## src/rtl/mem_port_arbiter.sv

```systemverilog
// mem_port_arbiter: shares one memory port between the fetch (imem) and data (dmem) requesters.
// Fixed dmem-over-imem priority by default; define MEM_ARB_ROUND_ROBIN_EN for round-robin ties.
module mem_port_arbiter (
  input  logic        clk,
  input  logic        rst,
  input  logic [31:0] imem_addr,
  input  logic [3:0]  imem_rmask,
  output logic [31:0] imem_rdata,
  output logic        imem_resp,
  input  logic [31:0] dmem_addr,
  input  logic [3:0]  dmem_rmask,
  input  logic [3:0]  dmem_wmask,
  input  logic [31:0] dmem_wdata,
  output logic [31:0] dmem_rdata,
  output logic        dmem_resp,
  output logic [31:0] mem_addr,
  output logic [3:0]  mem_rmask,
  output logic [3:0]  mem_wmask,
  output logic [31:0] mem_wdata,
  input  logic [31:0] mem_rdata,
  input  logic        mem_resp
);

  localparam int NUM_SIDES = 2;
  localparam int SIDE_I    = 0;
  localparam int SIDE_D    = 1;

  typedef enum logic [1:0] {
    IDLE   = 2'd0,
    BUSY_I = 2'd1,
    BUSY_D = 2'd2
  } state_t;

  state_t state_reg;

  logic [31:0] mem_addr_reg;
  logic [3:0]  mem_rmask_reg;
  logic [3:0]  mem_wmask_reg;
  logic [31:0] mem_wdata_reg;

  // Uniform per-side view of the request inputs; fetch never writes.
  logic [31:0] req_addr  [NUM_SIDES];
  logic [3:0]  req_rmask [NUM_SIDES];
  logic [3:0]  req_wmask [NUM_SIDES];
  logic [31:0] req_wdata [NUM_SIDES];

  assign req_addr[SIDE_I]  = imem_addr;
  assign req_rmask[SIDE_I] = imem_rmask;
  assign req_wmask[SIDE_I] = 4'h0;
  assign req_wdata[SIDE_I] = 32'h0;
  assign req_addr[SIDE_D]  = dmem_addr;
  assign req_rmask[SIDE_D] = dmem_rmask;
  assign req_wmask[SIDE_D] = dmem_wmask;
  assign req_wdata[SIDE_D] = dmem_wdata;

  logic [NUM_SIDES-1:0] in_flight;
  logic [NUM_SIDES-1:0] resp_now;
  logic [NUM_SIDES-1:0] new_req;
  logic [NUM_SIDES-1:0] accept;
  logic [NUM_SIDES-1:0] eligible;
  logic [NUM_SIDES-1:0] pend_valid;
  logic [NUM_SIDES-1:0] grant_onehot;

  logic [31:0] cand_addr  [NUM_SIDES];
  logic [3:0]  cand_rmask [NUM_SIDES];
  logic [3:0]  cand_wmask [NUM_SIDES];
  logic [31:0] cand_wdata [NUM_SIDES];

  logic        issue;
  logic        grant_d;
  logic [31:0] win_addr;
  logic [3:0]  win_rmask;
  logic [3:0]  win_wmask;
  logic [31:0] win_wdata;

  assign in_flight[SIDE_I] = (state_reg == BUSY_I);
  assign in_flight[SIDE_D] = (state_reg == BUSY_D);
  assign resp_now          = in_flight & {NUM_SIDES{mem_resp}};

  genvar gi;
  generate
    for (gi = 0; gi < NUM_SIDES; gi++) begin : g_side
      logic        pend_valid_reg;
      logic [31:0] pend_addr_reg;
      logic [3:0]  pend_rmask_reg;
      logic [3:0]  pend_wmask_reg;
      logic [31:0] pend_wdata_reg;

      assign new_req[gi]    = (req_rmask[gi] != 4'h0) || (req_wmask[gi] != 4'h0);
      // A side may only have one request outstanding, except that a new one
      // may ride along with the response that retires the previous one.
      assign accept[gi]     = new_req[gi] && !pend_valid_reg && (!in_flight[gi] || resp_now[gi]);
      assign eligible[gi]   = pend_valid_reg || accept[gi];
      assign pend_valid[gi] = pend_valid_reg;

      assign cand_addr[gi]  = pend_valid_reg ? pend_addr_reg  : req_addr[gi];
      assign cand_rmask[gi] = pend_valid_reg ? pend_rmask_reg : req_rmask[gi];
      assign cand_wmask[gi] = pend_valid_reg ? pend_wmask_reg : req_wmask[gi];
      assign cand_wdata[gi] = pend_valid_reg ? pend_wdata_reg : req_wdata[gi];

      always_ff @(posedge clk) begin
        if (rst) begin
          pend_valid_reg <= 1'b0;
          pend_addr_reg  <= 32'h0;
          pend_rmask_reg <= 4'h0;
          pend_wmask_reg <= 4'h0;
          pend_wdata_reg <= 32'h0;
        end else if (grant_onehot[gi]) begin
          pend_valid_reg <= 1'b0;
        end else if (accept[gi]) begin
          pend_valid_reg <= 1'b1;
          pend_addr_reg  <= req_addr[gi];
          pend_rmask_reg <= req_rmask[gi];
          pend_wmask_reg <= req_wmask[gi];
          pend_wdata_reg <= req_wdata[gi];
        end
      end
    end
  endgenerate

`ifdef MEM_ARB_ROUND_ROBIN_EN
  logic last_grant_reg;  // 1 = dmem was granted most recently

  always_comb begin
    grant_d = eligible[SIDE_D];
    if (eligible[SIDE_D] && eligible[SIDE_I]) begin
      grant_d = !last_grant_reg;
    end
  end

  always_ff @(posedge clk) begin
    if (rst) begin
      last_grant_reg <= 1'b0;
    end else if (issue) begin
      last_grant_reg <= grant_d;
    end
  end
`else
  assign grant_d = eligible[SIDE_D];
`endif

  assign issue        = (state_reg == IDLE) && (eligible != '0);
  assign grant_onehot = issue ? (grant_d ? 2'b10 : 2'b01) : 2'b00;

  assign win_addr  = grant_d ? cand_addr[SIDE_D]  : cand_addr[SIDE_I];
  assign win_rmask = grant_d ? cand_rmask[SIDE_D] : cand_rmask[SIDE_I];
  assign win_wmask = grant_d ? cand_wmask[SIDE_D] : cand_wmask[SIDE_I];
  assign win_wdata = grant_d ? cand_wdata[SIDE_D] : cand_wdata[SIDE_I];

  always_ff @(posedge clk) begin
    if (rst) begin
      state_reg     <= IDLE;
      mem_addr_reg  <= 32'h0;
      mem_rmask_reg <= 4'h0;
      mem_wmask_reg <= 4'h0;
      mem_wdata_reg <= 32'h0;
    end else begin
      case (state_reg)
        IDLE: begin
          if (issue) begin
            state_reg     <= grant_d ? BUSY_D : BUSY_I;
            mem_addr_reg  <= win_addr;
            mem_rmask_reg <= win_rmask;
            mem_wmask_reg <= win_wmask;
            mem_wdata_reg <= win_wdata;
          end
        end
        BUSY_I, BUSY_D: begin
          if (mem_resp) begin
            state_reg     <= IDLE;
            mem_rmask_reg <= 4'h0;
            mem_wmask_reg <= 4'h0;
          end
        end
        default: begin
          state_reg     <= IDLE;
          mem_rmask_reg <= 4'h0;
          mem_wmask_reg <= 4'h0;
        end
      endcase
    end
  end

  assign mem_addr  = mem_addr_reg;
  assign mem_rmask = mem_rmask_reg;
  assign mem_wmask = mem_wmask_reg;
  assign mem_wdata = mem_wdata_reg;

  // Responses pass straight through in the completion cycle; stores return zero data.
  assign imem_resp  = resp_now[SIDE_I];
  assign dmem_resp  = resp_now[SIDE_D];
  assign imem_rdata = imem_resp ? mem_rdata : 32'h0;
  assign dmem_rdata = (dmem_resp && (mem_wmask_reg == 4'h0)) ? mem_rdata : 32'h0;

endmodule

```

## config.mk

```make
export PLATFORM = sky130hd
export DESIGN_NAME = mem_port_arbiter
export DESIGN_NICKNAME = d
export VERILOG_FILES = /design/src/rtl/mem_port_arbiter.sv
export SDC_FILE = /design/constraint.sdc
export NUM_CORES = 1
export LEC_CHECK = 0
export ABC_AREA = 1
export CORE_MARGIN = 2
export CORE_UTILIZATION = 25
export CTS_BUF_LIST = sky130_fd_sc_hd__clkbuf_16
export DETAILED_ROUTE_END_ITERATION = 7
export PLACE_DENSITY = 0.44
export SETUP_SLACK_MARGIN = 0.15
export SLEW_MARGIN = 20
export SYNTH_ARGS = -nofsm -noshare
export SYNTH_HDL_FRONTEND = slang
export SYNTH_SLANG_ARGS = --single-unit
```

## constraint.sdc

```tcl
create_clock -name clk -period 5.25 [get_ports clk]
set_clock_uncertainty 0.15 [all_clocks]
set_input_delay 1.575 -clock clk [delete_from_list [all_inputs] [get_ports clk]]
set_output_delay 1.575 -clock clk [all_outputs]
set_load 0.02 [all_outputs]
```

After elaboration in Yosys (flattened, before gate mapping):

Cells that the tools add are included.

* register bits: 184
* bits in latches: 0
* bits in writable memories: 0
* bits in read-only memories: 0
* input bits: 143
* output and inout port bits: 138
* logic and storage cells: 70
* memories kept: 0

* add/subtract/negate cells: 0
* $mul: 0
* div/mod/pow operators: 0
* magnitude comparators: 0
* equality and inequality tests: 4
* shift-type cells: 0
* multiplexer cells: 22
* bitwise logic cells: 3
* reduce and logical (&&, ||, !) cells: 28

Operators with widths (count)
* two-way mux 32 bit: 7
* two-way mux 4 bit: 8
* case mux 4 bit (2 select lines): 2
* nonzero test 4 bit: 3
* two-way mux 2 bit: 4
* AND reduction 2 bit: 4
* logical AND 1 bit: 6
* OR reduction 2 bit: 3
* logical OR 1 bit: 5
* zero test 1 bit: 4
* zero test 4 bit: 1
* inequality test 2 bit (second input constant): 2
* case mux 2 bit (2 select lines): 1
* AND 2 bit: 1
* == test 2 x 1 -> 1 bit (second input constant): 1
* == test 2 bit (second input constant): 1
* zero test 2 bit: 1
* inverter 1 bit: 2
* nonzero test 2 bit: 1

Depth between registers and ports, before layout:

Gate-level depths: netlist (run 1).

* word-level depth: 10
* depth in mapped cells: 11
* gate-level depth less buffers: 10

Worst setup path after synthesis (run 1):

Ideal clock, no wire load.

* path kind: input-to-output
* start: input port mem_resp
* end: output port dmem_rdata[10]
* data arrival time: 2409 ps
* required time: 3525 ps
* slack: 1116 ps
* stages: 5
* buffers on the path: 1
* cell sequence: nand2_1 inv_1 nand2_1 clkbuf_1 nor2_1

* longest elaborated chain between the ends: 3

Ends and longest elaborated chain
* start, declared: RTL line 21 `input logic mem_resp`
* AND 2 bit: RTL line 78 `assign resp_now = in_flight & {NUM_SIDES{mem_resp}};`
* via dmem_resp: RTL line 15 `output logic dmem_resp,`
* logical AND 1 bit: RTL line 193 `assign dmem_rdata = (dmem_resp && (mem_wmask_reg == 4'h0)) ? mem_rdata : 32'h0;`
* two-way mux 32 bit: RTL line 193
* end, declared: RTL line 14 `output logic [31:0] dmem_rdata,`

The timed path passes the listed nets, and every way through them passes these cells.

Worst setup path after layout (run 1):

* start: input port mem_resp
* end: output port dmem_rdata[11]

* longest elaborated chain between the ends: 3

Ends and longest elaborated chain (RTL line)
* AND 2 bit: 78
* logical AND 1 bit: 193
* two-way mux 32 bit: 193

Every way passes these cells.

==> results.cfg, run 1 <==
[outcome]
status = finished clean

[pwr]
p_sw_share_pct = 43.28
pwr-share-comb_pct = 48.6
power_frac_clock_pct = 19.5
switchingPower_mw = 3.031
p_leak_nw = 5.353
cellPowerDensity_nw_per_um2 = 556.9
intPower_mw = 3.972
pwr-share-seq_pct = 32.0
ir_drop_v = 0.0002917

[finish]
final_core_util_pct = 36.23
fin_nets = 1742
final_cell_count_no_fill = 2064
syn2layout_area_growth_pct = 41.84
largest_reg_flops = 64
drive_above_1_share_pct = 4.040
insertedDiodeCount = 0

[clock_tree]
cts-resized-gates = 0
cts.path.max_buffers = 2
hold_buffers = 0
post-cts-setup-buffers = 0
clkSlewWorstSetupHoldPaths_ns = 0.07
numCtsBuffers = 17
clk_latency_ns = 0.45
clock-root-buffer = clkbuf_16
clock_sinks = 184
htree_num_levels = 4
cts_tree = yes

[worst_setup_path]
arrival_ns = 3.27
required_ns = 3.53
max_stage_delay_ns = 0.62
end_kind = output pin
path_cells = clkdlybuf4s50_1, nand2_1, inv_1, nand2_1, buf_4, nor2_1, clkdlybuf4s50_1
reg2reg_from = state_reg[0]
crit_type = in -> out
rr_endpoint = g_side[0].pend_addr_reg[9]
cpMaxStageDelayCell = clkdlybuf4s50_1
r2r_slack_ns = 2.40
startpoint_type = input port
r2r_cells = 9
cp_max_fo = 32

[timing]
tightest_slew_ns = 0.8720
fmax_mhz = 200.0
fin_crit_ns = 4.999
hold_viol = 0
post-route-period-util_pct = 95.23
setup_slack_ns = 0.2507
rsz0062_at_grt = no
fin_setup_tns_ns = 0
setup_viol = 0
max_slew_margin_pct = 41.87
drv_slew = 0

[synth]
syn_area_per_cell_um2 = 6.415
ys_warn_count = 0
ys_types = 28
synth_seq_cells = 184
synthCells = 1382
synth_seq_area_share_pct = 41.55
syn_nets = 1528
syn_area_um2 = 8866

[die]
initial_core_util_pct = 25.54
core_area_um2 = 34710
fp.dieW_um = 192.3
fp.dieH_um = 192.3
io_pins = 281
dieArea_um2 = 36990
num_rows = 68

[placement]
gp_congestion = 0.7033
port_buffers = 280
place_ws_ns = 0.2388
dp_hpwl_mm = 20.87
post-place-cells = 2031

[global_route]
grt_start_max_net_pins = 115
antenna_found_initial = 2
grt_use_total_pct = 16.79
grt_remaining_overflow = 0
grt_pass1_vias = 8424
grt_pass1_wl_mm = 48.00

[detailed_routing]
dr.first_iter.drc_count = 484
wl_per_cell_um = 15.24
ant_nets = 0
routed_wl_mm = 31.46
drc = 0
via_count = 9162
vias_per_cell = 4.439
first_pass_iters = 4

[flow_run]
maxCapViolCount = 0

[hold_path]
whs_path_depth = 2
holdPathEnd = g_side[1].pend_addr_reg[17]
worstHoldPathType = reg -> reg
worstHoldStart = g_side[1].pend_addr_reg[17]
layout by cell type (no fill, tap or decap), types with 4 or more instances in the layout:
master	instances
nand2_1	330
clkdlybuf4s50_1	279
o21ai_0	204
dfxtp_1	183
a21oi_1	181
nor2_1	156
inv_1	152
nand3_1	45
clkbuf_16	17
buf_4	16
o21ai_1	5
inv_6	4
layout make-up:
class	instances	area, µm²
multi-input combinational	937	4158
timing repair buffer	299	2978
clock buffer	17	425.4
fill	3785	22140
sequential	184	3685
tap	455	569.3
inverter	157	596.8
clock inverter	15	163.9
worst max-delay path, delay by kind of cell:
| kind | cells | cell delay, ns |
|---|---|---|
| buffers and inverters | 4 | 1.44 |
| and+or+nand+nor | 3 | 0.26 |
synth_stat cells:
library cell | count | area, µm²
nand3_4 | 1 | 17.52
nand3_1 | 45 | 225.2
mux2i_1 | 1 | 10.01
nor4_1 | 1 | 6.260
o21ai_2 | 1 | 8.760
ha_1 | 3 | 37.54
o21ai_1 | 5 | 25.02
clkbuf_1 | 59 | 221.5
inv_4 | 1 | 6.260
clkinv_1 | 1 | 3.750
dfxtp_1 | 184 | 3684
a21oi_1 | 181 | 905.9
inv_2 | 3 | 11.26
buf_6 | 1 | 11.26
inv_1 | 152 | 570.6
nand4_1 | 1 | 6.260
or2_1 | 1 | 6.260
o21ai_0 | 204 | 1021
nand2_1 | 331 | 1242
buf_2 | 34 | 170.2
o21bai_2 | 1 | 11.26
nor2_4 | 1 | 11.26
buf_1 | 10 | 37.54
nand2_2 | 1 | 6.260
nor3_1 | 1 | 5.000
nor2_1 | 156 | 585.6
a21oi_2 | 1 | 8.760
nand3_2 | 1 | 10.01
per-stage QoR:
stage | total power, mW | hold slack (ns) | area, µm²
after floorplan | 4.476 | 0.2733 | 8866
after global placement | 5.678 | 0.2838 | 11970
after detailed placement | 5.716 | 0.2886 | 11970
after CTS | 7.107 | 0.3002 | 12560
after global routing | 7.608 | 0.3125 | 12580
final | 7.003 | 0.2965 | 12580
power by group through the flow:
stage | Sequential [mW] | Clock (mW) | Combinational, mW
after global routing | 2.30 | 1.46 | 3.84
after CTS | 2.24 | 1.41 | 3.45
after global placement | 2.26 | 0 | 3.41
after floorplan | 2.47 | 0 | 2.00
final | 2.24 | 1.36 | 3.40
after detailed placement | 2.27 | 0 | 3.44
kinds of logic after synthesis:
kind of cell / synth area share, %
adders and majority gates: 0.4234
DFF: 41.55
buffers and inverters: 11.64
muxes: 0.1129
AOI/OAI and AO/OA: 22.34
and+or+nand+nor: 23.93
worst max path at each step:
stage | start | to | cells after the start
CTS | mem_resp | dmem_rdata[11] | 7
global placement | mem_resp | dmem_rdata[6] | 7
global route | mem_resp | dmem_rdata[11] | 7
floorplan | mem_resp | dmem_rdata[10] | 5
finish | mem_resp | dmem_rdata[11] | 7
detailed placement | mem_resp | dmem_rdata[11] | 7
layer usage:
metal / GRT usage, % / share of wire [%]
met1: 22.68 / 48
met2: 26.48 / 45
met3: 4.292 / 5.6
met4: 4.580 / 1.1
met5: 0 / 0.092
No activity file was read; power rests on OpenSTA's default activity.
==> inputs of run 2 (changes only) <==
CORE_MARGIN = 4   (was 2)
GPL_ROUTABILITY_DRIVEN = 0   (was default)
==> run 2 against run 1 <==
Compared with the run above: sequential share of layout area is 0.058 points higher; utilization is 0.16 points lower; non-clock buffer count fell by 4; cell count about the same; first-iteration DRC count fell by 8.1%; clock power barely moved; count of clock-buffer cells in the layout stayed put; sequential power about the same; setup slack better by 0.0067 ns; highest routed layer unchanged.
==> results.cfg, run 2 (synthesis gave the netlist of run 1 again) <==
[outcome]
status = finished clean

[finish]
largest_reg_flops = 64
layout_common_cells = 330 x nand2_1, 279 x clkdlybuf4s50_1, 204 x o21ai_0, 183 x dfxtp_1, 181 x a21oi_1
syn2layout_area_growth_pct = 41.56
multi_input_area_um2 = 4158
final_cell_count_no_fill = 2062
drive_above_1_share_pct = 3.925
n_fill_cell = 3737
final_core_util_pct = 36.07
seq_area_um2 = 3685
final_common_cell = nand2_1
fin_nets = 1738

[timing]
fmax_mhz = 200.3
fin_setup_tns_ns = 0
rsz0062_at_grt = no
post-route-period-util_pct = 95.10
hold_viol = 0
setup_viol = 0
max_slew_margin_pct = 30.48
drv_slew = 0
tightest_slew_ns = 1.043
fin_crit_ns = 4.993

[worst_setup_path]
rr_endpoint = g_side[0].pend_addr_reg[25]
startpoint_type = input port
required_ns = 3.53
path_buf_inv = 4
path_delay_family = buffers and inverters
cp_max_fo = 32
r2r_slack_ns = 2.33
r2r_cells = 9
crit_type = in -> out
reg2reg_from = state_reg[0]
path_cells = clkdlybuf4s50_1, nand2_1, inv_1, nand2_1, buf_4, nor2_1, clkdlybuf4s50_1
arrival_ns = 3.27
end_kind = output pin
cpMaxStageDelayCell = clkdlybuf4s50_1
max_stage_delay_ns = 0.62

[hold_path]
worstHoldStart = g_side[1].pend_wdata_reg[5]
holdPathEnd = g_side[1].pend_wdata_reg[5]
whs_path_depth = 2
worstHoldPathType = reg -> reg

[global_route]
top_usage_layer = met2
gr-usage-met1_pct = 22.01
met3_usage_pct = 4.122
grt_pass1_wl_mm = 48.89
gr-usage-met2_pct = 24.95
grt_remaining_overflow = 0
antenna_found_initial = 3
grt_pass1_vias = 8488
grt_use_total_pct = 15.94
grt_start_max_net_pins = 113

[clock_tree]
clock-root-buffer = clkbuf_16
cts_tree = yes
clk_latency_ns = 0.45
clock_sinks = 184
cts-resized-gates = 0
post-cts-setup-buffers = 0
htree_num_levels = 4
numCtsBuffers = 17
clkSlewWorstSetupHoldPaths_ns = 0.07
cts.path.max_buffers = 2
hold_buffers = 0

[detailed_routing]
wl_per_cell_um = 15.39
vias_per_cell = 4.419
via_count = 9111
drc = 0
first_pass_iters = 5
dr.first_iter.drc_count = 445
routed_wl_mm = 31.74
ant_nets = 0

[placement]
post-place-cells = 2028
port_buffers = 280
dp_hpwl_mm = 21.04

[die]
fp.dieH_um = 196.3
initial_core_util_pct = 25.48
core_area_um2 = 34800
fp.dieW_um = 196.3
io_pins = 281
num_rows = 68
dieArea_um2 = 38540

[pwr]
ir_drop_v = 0.0003131
p_leak_nw = 5.332
cellPowerDensity_nw_per_um2 = 557.3

[flow_run]
maxCapViolCount = 0
[run 2: changes by cell type in the layout (fill, tap and decap cells not counted)]
cell	before	now
clkinv_2	0	2
clkinv_1	3	0
diode_2	0	2
bufinv_16	2	3
inv_1	152	153
buf_4	16	13
clkinvlp_4	2	5
inv_6	4	3
inv_8	3	0
buf_12	3	2
[run 2: layer usage]
layer  wire length (µm)  up-vias
met3               1687       20
met1              15410     4107
met5                 13        -
met2              14260      192
li1                   -     4790
met4                366        2
[run 2: cell type report]
type	count	area share (%)
Tap cell	455	4.536
Timing Repair Buffer	295	23.39
Antenna cell	2	0.03988
Multi-Input combinational cell	937	33.13
Clock buffer	17	3.389
Inverter	157	4.755
Sequential cell	184	29.36
Clock inverter	15	1.406
[run 2: where the power goes]
| part | internal, mW | switching (mW) | leakage [nW] |
|---|---|---|---|
| sequential | 2.00 | 0.250 | 1.52 |
| combinational | 1.24 | 2.14 | 3.53 |
| clock | 0.751 | 0.612 | 0.283 |
| total | 3.99 | 3.01 | 5.33 |
[run 2: metrics by stage]
stage	total power, mW	hold WS, ns	area, µm²	setup slack, ns
final	6.994	0.2965	12550	0.2574
after CTS	7.124	0.2987	12550	0.2523
after floorplan	4.476	0.2733	8866	1.116
after global routing	7.625	0.3120	12550	0.1680
after detailed placement	5.729	0.2879	11940	0.2536
after global placement	5.686	0.2824	11940	0.2693
[run 2: how the worst max path moves through the flow]
stage	from	endpoint	slack, ns	cells past startpoint
3_5_place_dp	mem_resp	dmem_rdata[0]	0.25	7
3_3_place_gp	mem_resp	dmem_rdata[4]	0.27	7
4_1_cts	mem_resp	dmem_rdata[0]	0.25	7
6_report	mem_resp	dmem_rdata[0]	0.26	7
2_1_floorplan	mem_resp	dmem_rdata[10]	1.12	5
5_1_grt	mem_resp	dmem_rdata[0]	0.17	7
[run 2: worst min-delay path, delay by kind of cell (launching register included)]
family          cells  cell delay (ns)
flops               1             0.30
compound gates      1             0.05
buf+inv             1             0.05
==> inputs of run 3 (changes only) <==
CORE_ASPECT_RATIO = 0.6   (was default)
clock period = 5.3 ns   (was 5.25 ns; I/O delays follow)
==> run 3 against run 2 <==
Compared with the run above: register-to-register slack better by 0.32 ns; highest routed layer is now met4; via count is 1.4% higher; largest power group unchanged; first-iteration DRC count rose by 12%; cell count up 0.73%; combinational power barely moved; critical path depth unchanged; global-route usage increased by 0.12 points; design area grew 0.12%; count of clock-buffer cells in the layout unchanged; critical path type unchanged; utilization is 0.18 points lower; total power fell by 1.4%.
==> results.cfg, run 3 (synthesis gave the netlist of run 1 again) <==
[pwr]
p_leak_nw = 5.453
cellPowerDensity_nw_per_um2 = 548.7
ir_drop_v = 0.0002509

[finish]
layout_common_cells = 330 x nand2_1, 273 x clkdlybuf4s50_1, 204 x o21ai_0, 183 x dfxtp_1, 181 x a21oi_1
final_core_util_pct = 35.89
final_common_cell = nand2_1
fin_nets = 1742
multi_input_area_um2 = 4158
drive_above_1_share_pct = 3.734
largest_reg_flops = 64
n_fill_cell = 3733
syn2layout_area_growth_pct = 41.73
seq_area_um2 = 3685

[detailed_routing]
dr.first_iter.drc_count = 498
drc = 0
met2WireLength_mm = 14.26
via_count = 9237
wl_per_cell_um = 15.33
routed_wl_mm = 31.84
ant_nets = 0
drt-met1-wl_mm = 15.67
top_layer = met4
vias_per_cell = 4.447
first_pass_iters = 5
wl_met3_mm = 1.479

[worst_setup_path]
max_stage_delay_ns = 0.61
startpoint_type = input port
arrival_ns = 3.27
required_ns = 3.56
end_kind = output pin
path_cells = clkdlybuf4s50_1, nand2_1, inv_1, nand2_1, buf_4, nor2_1, clkdlybuf4s50_1
crit_type = in -> out
cp_max_fo = 32
cpMaxStageDelayCell = clkdlybuf4s50_1

[clock_tree]
clk_latency_ns = 0.44
cts_tree = yes
clock-root-buffer = clkbuf_16
hold_buffers = 0
clock_sinks = 184
post-cts-setup-buffers = 0
clkSlewWorstSetupHoldPaths_ns = 0.07
cts.path.max_buffers = 2
numCtsBuffers = 17
htree_num_levels = 4

[timing]
max_slew_margin_pct = 41.73
fin_crit_ns = 5.008
setup_viol = 0
hold_viol = 0
rsz0062_at_grt = no
drv_slew = 0
fmax_mhz = 199.7
post-route-period-util_pct = 94.50
fin_setup_tns_ns = 0
tightest_slew_ns = 0.8741

[outcome]
status = finished clean

[die]
num_rows = 53
core_area_um2 = 35010
fp.dieW_um = 251.1
fp.dieH_um = 153.9
io_pins = 281
initial_core_util_pct = 25.32
dieArea_um2 = 38640

[global_route]
grt_start_max_net_pins = 109
grt_use_total_pct = 16.05
grt_pass1_wl_mm = 49.08
grt_pass1_vias = 8643
grt_remaining_overflow = 0
antenna_found_initial = 3

[flow_run]
maxCapViolCount = 0

[placement]
port_buffers = 280
dp_hpwl_mm = 21.74

[hold_path]
worstHoldPathType = reg -> reg
run 3: cell types whose count changed in the layout (fill, tap and decap cells not counted), sizes merged:
cell	delta
clkinv	+2
inv	-1
buf	+4
diode	+1
dlymetal6s2s	+6
clkdlybuf4s50	-6
clkinvlp	-3
run 3: metal layers:
metal	GRT usage (%)	vias to the layer above
met5	0	-
li1	-	4800
met3	3.719	24
met1	21.86	4209
met4	4.117	0
met2	25.80	204
run 3: area by class of cell:
type / count / area share, %
Clock inverter: 13 / 1.125
Clock buffer: 17 / 3.385
Timing Repair Buffer: 299 / 23.62
Sequential cell: 184 / 29.32
Inverter: 157 / 4.750
Antenna cell: 3 / 0.05974
Multi-Input combinational cell: 937 / 33.09
Tap cell: 467 / 4.650
run 3: timing repair:
| action | in CTS | in global routing |
|---|---|---|
| gates resized for setup | 0 | 6 |
| endpoints found under the setup margin | 0 | 6 |
| hold endpoints to repair | 0 | 0 |
run 3: stage by stage:
| step | cells | worst slack (ns) | hold slack (ns) | instance area, µm² | total power, mW |
|---|---|---|---|---|---|
| 6_report | 2077 | 0.2916 | 0.2957 | 12570 | 6.895 |
| 3_5_place_dp | 2044 | 0.2083 | 0.2868 | 11980 | 5.701 |
| 5_1_grt | 2077 | 0.1419 | 0.3106 | 12570 | 7.513 |
| 2_1_floorplan | 1382 | 1.136 | 0.2733 | 8866 | 4.434 |
| 4_1_cts | 2074 | 0.2076 | 0.2974 | 12540 | 7.029 |
| 3_3_place_gp | 2044 | 0.2989 | 0.2829 | 11980 | 5.652 |
run 3: final timing paths:
| path | start | end | slack [ns] | cells after the start |
|---|---|---|---|---|
| worst min register to register | g_side[1].pend_addr_reg[20] | g_side[1].pend_addr_reg[20] | 0.30 | 2 |
| worst max-delay path | mem_resp | dmem_rdata[26] | 0.29 | 7 |
| worst max register to register | state_reg[0] | g_side[0].pend_addr_reg[27] | 2.65 | 9 |
| worst min-delay path | g_side[1].pend_addr_reg[20] | g_side[1].pend_addr_reg[20] | 0.30 | 2 |
run 3: power breakdown:
part | leakage (nW) | internal (mW) | switching [mW]
sequential | 1.52 | 1.98 | 0.244
clock | 0.281 | 0.726 | 0.558
combinational | 3.65 | 1.24 | 2.15
run 3: critical path, delay by kind of cell:
family | cells | cell delay, ns
AND/OR/NAND/NOR | 3 | 0.25
buffers and inverters | 4 | 1.42
